**src/rtl/spi_boot_responder.sv**
```systemverilog
// rtl/spi_boot_responder.sv - SPI mode-0 read-only serial EEPROM emulator for DSP boot
//
// Answers READ (CMD_READ) + ADDR_W-bit address by streaming bytes from a
// byte-wide boot image store, auto-incrementing the address (wraps to 0).
// The SPI pins are oversampled by clk_in; nothing is clocked by sclk.
// Optional feature macro: RDSR_EN (accept opcode 0x05, read status = 0x00).
//
// Ports:
//   clk_in    system clock, >= 8x SCLK
//   rst_in    synchronous, active-high reset
//   sclk      SPI clock from DSP (idle low)
//   mosi      SPI data from DSP, MSB first
//   cs        SPI chip select, active low
//   miso      SPI data to DSP, MSB first
//   miso_oe   miso drive enable
//   mem_addr  boot image byte address
//   mem_rd    one-cycle read strobe, mem_data valid the following cycle
//   mem_data  boot image byte
//   busy      high while synchronized cs is low
//   cmd_err   one-cycle pulse on an unsupported opcode
module spi_boot_responder #(
  parameter int         ADDR_W      = 16,
  parameter int         SYNC_STAGES = 2,
  parameter logic [7:0] CMD_READ    = 8'h03
) (
  input  logic              clk_in,
  input  logic              rst_in,
  input  logic              sclk,
  input  logic              mosi,
  input  logic              cs,
  output logic              miso,
  output logic              miso_oe,
  output logic [ADDR_W-1:0] mem_addr,
  output logic              mem_rd,
  input  logic [7:0]        mem_data,
  output logic              busy,
  output logic              cmd_err
);

  localparam int CNT_W = $clog2(ADDR_W + 1);
  localparam logic [CNT_W-1:0] LAST_ADDR_BIT = CNT_W'(ADDR_W - 1);
  localparam logic [CNT_W-1:0] LAST_BYTE_BIT = CNT_W'(7);

  localparam logic [2:0] ST_IDLE   = 3'd0;
  localparam logic [2:0] ST_CMD    = 3'd1;
  localparam logic [2:0] ST_ADDR   = 3'd2;
  localparam logic [2:0] ST_DATA   = 3'd3;
  localparam logic [2:0] ST_IGNORE = 3'd4;
  localparam logic [2:0] ST_STAT   = 3'd5;

  logic [SYNC_STAGES-1:0] sclk_sync, mosi_sync, cs_sync, flush;
  logic sclk_s, mosi_s, cs_s;
  logic sclk_d, cs_d, armed;
  logic sclk_rise, sclk_fall, cs_fall, cs_rise;

  logic [2:0]        state;
  logic [CNT_W-1:0]  bit_cnt;
  logic [6:0]        cmd_sr;
  logic [ADDR_W-2:0] addr_sr;
  logic [7:0]        tx_sr;
  logic              load_pend;
  logic [7:0]        opcode_next;
  logic [ADDR_W-1:0] addr_next;

  assign sclk_s = sclk_sync[SYNC_STAGES-1];
  assign mosi_s = mosi_sync[SYNC_STAGES-1];
  assign cs_s   = cs_sync[SYNC_STAGES-1];

  // sclk edges only count while cs is low, so an edge coinciding with the
  // cs rise is dropped. A cs fall only counts once cs has genuinely been
  // seen high after reset (armed), so a cs held low through reset does not
  // start a frame when the synchronizer drains its reset value.
  assign sclk_rise = ~sclk_d & sclk_s & ~cs_s;
  assign sclk_fall = sclk_d & ~sclk_s & ~cs_s;
  assign cs_fall   = armed & cs_d & ~cs_s;
  assign cs_rise   = ~cs_d & cs_s;

  assign opcode_next = {cmd_sr, mosi_s};
  assign addr_next   = {addr_sr, mosi_s};

  always_ff @(posedge clk_in) begin
    if (rst_in) begin
      sclk_sync <= '0;
      mosi_sync <= '0;
      cs_sync   <= '1;
      flush     <= '0;
      sclk_d    <= 1'b0;
      cs_d      <= 1'b1;
      armed     <= 1'b0;
    end else begin
      sclk_sync <= {sclk_sync[SYNC_STAGES-2:0], sclk};
      mosi_sync <= {mosi_sync[SYNC_STAGES-2:0], mosi};
      cs_sync   <= {cs_sync[SYNC_STAGES-2:0], cs};
      // flush marks when every synchronizer stage holds a real pin sample
      flush     <= {flush[SYNC_STAGES-2:0], 1'b1};
      sclk_d    <= sclk_s;
      cs_d      <= cs_s;
      if (flush[SYNC_STAGES-1] && cs_s) armed <= 1'b1;
    end
  end

  always_ff @(posedge clk_in) begin
    if (rst_in) begin
      state     <= ST_IDLE;
      bit_cnt   <= '0;
      cmd_sr    <= '0;
      addr_sr   <= '0;
      tx_sr     <= '0;
      load_pend <= 1'b0;
      miso      <= 1'b0;
      miso_oe   <= 1'b0;
      mem_addr  <= '0;
      mem_rd    <= 1'b0;
      busy      <= 1'b0;
      cmd_err   <= 1'b0;
    end else begin
      mem_rd    <= 1'b0;
      cmd_err   <= 1'b0;
      load_pend <= mem_rd;
      busy      <= ~cs_s;
      if (cs_rise) begin
        state   <= ST_IDLE;
        bit_cnt <= '0;
        miso    <= 1'b0;
        miso_oe <= 1'b0;
      end else begin
        case (state)
          ST_IDLE: begin
            if (cs_fall) begin
              state   <= ST_CMD;
              bit_cnt <= '0;
            end
          end
          ST_CMD: begin
            if (sclk_rise) begin
              cmd_sr  <= opcode_next[6:0];
              bit_cnt <= bit_cnt + 1'b1;
              if (bit_cnt == LAST_BYTE_BIT) begin
                bit_cnt <= '0;
                if (opcode_next == CMD_READ) begin
                  state <= ST_ADDR;
`ifdef RDSR_EN
                end else if (opcode_next == 8'h05) begin
                  state   <= ST_STAT;
                  miso    <= 1'b0;
                  miso_oe <= 1'b1;
`endif
                end else begin
                  state   <= ST_IGNORE;
                  cmd_err <= 1'b1;
                end
              end
            end
          end
          ST_ADDR: begin
            if (sclk_rise) begin
              addr_sr <= addr_next[ADDR_W-2:0];
              bit_cnt <= bit_cnt + 1'b1;
              if (bit_cnt == LAST_ADDR_BIT) begin
                bit_cnt  <= '0;
                mem_addr <= addr_next;
                mem_rd   <= 1'b1;
                miso_oe  <= 1'b1;
                state    <= ST_DATA;
              end
            end
          end
          ST_DATA: begin
            // The fetched byte lands well before the next sclk fall because
            // clk_in runs at least 8x SCLK.
            if (load_pend) begin
              tx_sr <= mem_data;
            end else if (sclk_fall) begin
              miso  <= tx_sr[7];
              tx_sr <= {tx_sr[6:0], 1'b0};
            end
            if (sclk_rise) begin
              if (bit_cnt == LAST_BYTE_BIT) begin
                bit_cnt  <= '0;
                mem_addr <= mem_addr + 1'b1;
                mem_rd   <= 1'b1;
              end else begin
                bit_cnt <= bit_cnt + 1'b1;
              end
            end
          end
          ST_IGNORE: begin
            miso    <= 1'b0;
            miso_oe <= 1'b0;
          end
          ST_STAT: begin
            // Status byte is all zeros (WIP=0), repeated until cs rises.
            miso <= 1'b0;
          end
          default: begin
            state <= ST_IDLE;
          end
        endcase
      end
    end
  end

endmodule

```
**config.mk**
```make
export PLATFORM = sky130hd
export DESIGN_NAME = spi_boot_responder
export DESIGN_NICKNAME = d
export VERILOG_FILES = /design/src/rtl/spi_boot_responder.sv
export SDC_FILE = /design/constraint.sdc
export NUM_CORES = 1
export LEC_CHECK = 0
export CORE_ASPECT_RATIO = 0.6
export CORE_MARGIN = 5
export CORE_UTILIZATION = 30
export CTS_BUF_LIST = sky130_fd_sc_hd__clkbuf_8
export DETAILED_ROUTE_END_ITERATION = 10
export SLEW_MARGIN = 20
export SYNTH_ARGS = -nofsm -noshare
export SYNTH_HDL_FRONTEND = slang
export SYNTH_SLANG_ARGS = --single-unit
export TNS_END_PERCENT = 5
```
**constraint.sdc**
```tcl
create_clock -name clk_in -period 2.5 [get_ports clk_in]
set_input_delay 0.25 -clock clk_in [delete_from_list [all_inputs] [get_ports clk_in]]
set_output_delay 0.25 -clock clk_in [all_outputs]
set_load 0.1 [all_outputs]
```
==> summary.txt <==
Final layout
  – Ant diodes: 0
  – Most common cell after layout, fill and taps aside: dfxtp_1
  – Finished Layout Cells: 540
  – Most frequent cells in the layout: dfxtp_1 (71), nand2_1 (29), nor2_1 (28)
  – Share of cells above drive strength 1: 13.7%
  – Area Growth Syn to Fin: 16.3%
  – Fin nets: between 400 and 500

Clocking
  – Cts bufs inserted: 9
  – Number of buffers added for setup after CTS: 0
  – TritonCTS Sinks: between 70 and 80
  – Later-pin clock latency in the skew report: 0.35 ns
  – Post-CTS sizing: 0
  – Root Buffer: clkbuf_8
  – CTS tree: done
  – Hold-fix buffers at CTS: 0
  – # H-tree levels: 3
  – Worst-path clk slew: roughly 0.07 ns
  – Clock Path Buffers: 2

Logic synthesis
  – Syn. warnings: 0
  – Top cell type's share of synthesized area: 42.5%
  – Synth unique cells: a little under 60
  – Post-synth EDFFs: 0
  – Syn nets: between 300 and 400
  – Cell Area, Synth: around 0.0033 mm^2
  – Ys async rst share: 0%
  – Synthesized area per cell: approximately 8.9 um^2
  – Largest cells by area after synthesis: dfxtp_1 (42%), mux2i_1 (7.5%), a21oi_1 (4.0%)
  – Register area share after synthesis: between 40% and 50%
  – Cell taking the most area after synthesis: dfxtp_1
  – Synthesized instance count: about 380
  – Yosys reg bits: 71
  – Synth Flop Type: dfxtp_1

Worst setup path
  – Data required time at the worst endpoint: between 2 and 3 ns
  – CP peak stage delay: 0.57 ns
  – Critical path capture point type: flop
  – Crit path depth: 8
  – Crit Path Category: flop to flop
  – CP max FO: 15
  – CP max stage cell: a21oi_2
  – Worst-path cell chain: ha_1, nand3_1, inv_1, ha_1, nor2b_1, a21oi_2, nor2_1, a221oi_1
  – Cell repeated most along the worst path: ha_1
  – CP Buf/Inv Count: 1
  – Worst path top cell family by delay: compound AO/OA/AOI/OAI gates
  – Critical path startpoint category: flop
  – Worst EP arrival: between 2 and 3 ns
  – Worst reg2reg path depth: 8

Route
  – Via count: ~2,900
  – DRC viols: 0
  – Avg WL per Cell: approximately 16 um
  – Total routed wirelength: about 8.4 mm
  – 1st-pass router iterations: 5
  – Initial drt markers: roughly 220
  – Antenna viol nets, final: 0
  – Vias per cell: 5.35

Timing
  – Tcrit/Tclk final: a little over 90%
  – Slew @ Worst Pin: a little over 0.7 ns
  – Clk_skew: 0.0129 ns
  – Slew Limit Headroom: ~52%
  – Final hold violations: 0
  – Slew Limit Fails: 0
  – Max Freq: 0.434 GHz
  – Finish-stage setup viols: 0
  – Fin crit period: between 2 and 2.5 ns
  – Final WS setup: approximately 0.19 ns
  – Setup TNS: 0 ns
  – RSZ-0062 raised after global routing: false

Power and ir drop
  – Leakage: ~1.5 nW
  – Power Density: 553 mW/mm^2
  – VDD IR max: around 0.28 mV

Global routing
  – GRT Total Usage: between 10 and 15%
  – Initial antenna violation count: 0
  – Vias in the first global route: 2,621
  – Met2 Use GR: around 16%
  – GRT Max-Usage Layer: met1
  – Global-route wire length before repair: 14.0 mm
  – Met3 Use GR: between 4 and 5%
  – Grt met1 use: between 10% and 20%
  – Remaining Overflow, GRT: 0
  – Pin count of the biggest net entering global routing: 48

Placement
  – HPWL after detailed placement: ~5.8 mm
  – IO buf count: 33
  – Placed cells: 526
  – RePlAce Congestion: around 0.79
  – Dpl ws: roughly 0.24 ns

Floorplanning
  – Die height: between 90 and 100 um
  – Die width: ~150 um
  – Initial Util: between 30% and 40%
  – Die area: 0.0134 mm^2
  – Row Count: 29
  – Core area: 0.0107 mm^2
  – I/O pin total: 34

Hold path
  – Hold depth: 2
  – Class of the worst hold path: primary input to flop

Run status
  – Status: finished, final reports clean

Flow run
  – Max Cap Viol: 0
[kinds of logic after synthesis]
kind of cell | share of synthesized area [%]
and+or+nand+nor | 22.3
AOI/OAI and AO/OA | 20.2
DFF | 42.5
buffers and inverters | 5.35
muxes | 7.82
adders and majority gates | 1.87
[worst paths after layout]
| kind | start | end | slack, ns |
|---|---|---|---|
| min reg2reg | cs_sync[0]$_SDFF_PP1_ | cs_sync[1]$_SDFF_PP1_ | 0.42 |
| max | bit_cnt[0]$_SDFFE_PP0P_ | mem_addr[5]$_SDFFE_PP0P_ | 0.19 |
| min | rst_in | tx_sr[0]$_SDFFE_PP0P_ | 0.26 |
| max reg2reg | bit_cnt[0]$_SDFFE_PP0P_ | mem_addr[5]$_SDFFE_PP0P_ | 0.19 |
[cells in the mapped netlist, types with 4 or more instances]
cell      number
buf_2          7
a21oi_1       27
inv_1         12
ha_1           5
nor3_1         6
o21ai_0        6
a31oi_1        5
and2_1         4
clkbuf_1      15
o32ai_1        6
mux2i_1       25
o311ai_0       6
nand2b_1       4
a311oi_1       9
dfxtp_1       71
a211oi_1       7
nand3_1       16
nand4_1       12
o31ai_1        7
nand2_1       29
nor2_1        28
nor2b_1       11
o31a_1         6
[report_power, final]
| part | switching [mW] | internal, mW |
|---|---|---|
| Clock | 0.407 | 0.455 |
| Combinational | 0.0712 | 0.0515 |
| Sequential | 0.0225 | 1.14 |
[worst register-to-register path, delay by kind of cell (launching register included)]
| kind | cells | cell delay (ns) |
|---|---|---|
| AOI/OAI and AO/OA | 2 | 0.87 |
| and+or+nand+nor | 3 | 0.51 |
| adders and majority gates | 2 | 0.42 |
| DFF | 1 | 0.36 |
| buffers and inverters | 1 | 0.06 |
[routing by layer]
metal	wire length [um]	up-vias
li1	-	1433
met1	4400	1356
met2	3270	89
met3	603	13
met4	93	0
met5	0	-
[area by class of cell]
type,instances,area [um^2]
tap,139,174
sequential,71,1420
timing repair buffer,39,318
fill,1112,6850
clock buffer,13,179
clock inverter,1,3.75
inverter,13,48.8
multi-input combinational,264,1750
[per-stage QoR]
stage / hold slack [ns] / area, um^2 / util, % / total power [mW]
2_1_floorplan: 0.354 / 3350 / - / 1.27
3_3_place_gp: 0.400 / 3710 / 34.5 / 1.31
3_5_place_dp: 0.405 / 3710 / 34.5 / 1.31
4_1_cts: 0.250 / 3890 / 36.2 / 2.18
5_1_grt: 0.260 / 3890 / 36.2 / 2.24
6_report: 0.262 / 3890 / 36.2 / 2.15
[flip-flops by register name (all words and copies together), names as in the netlist, 2 cells and up]
signal,cells
addr_sr,15
bit_cnt,5
cmd_sr,7
cs_sync,2
flush,2
mem_addr,16
mosi_sync,2
sclk_sync,2
state,3
tx_sr,8
No activity file was read; power rests on OpenSTA's default activity.
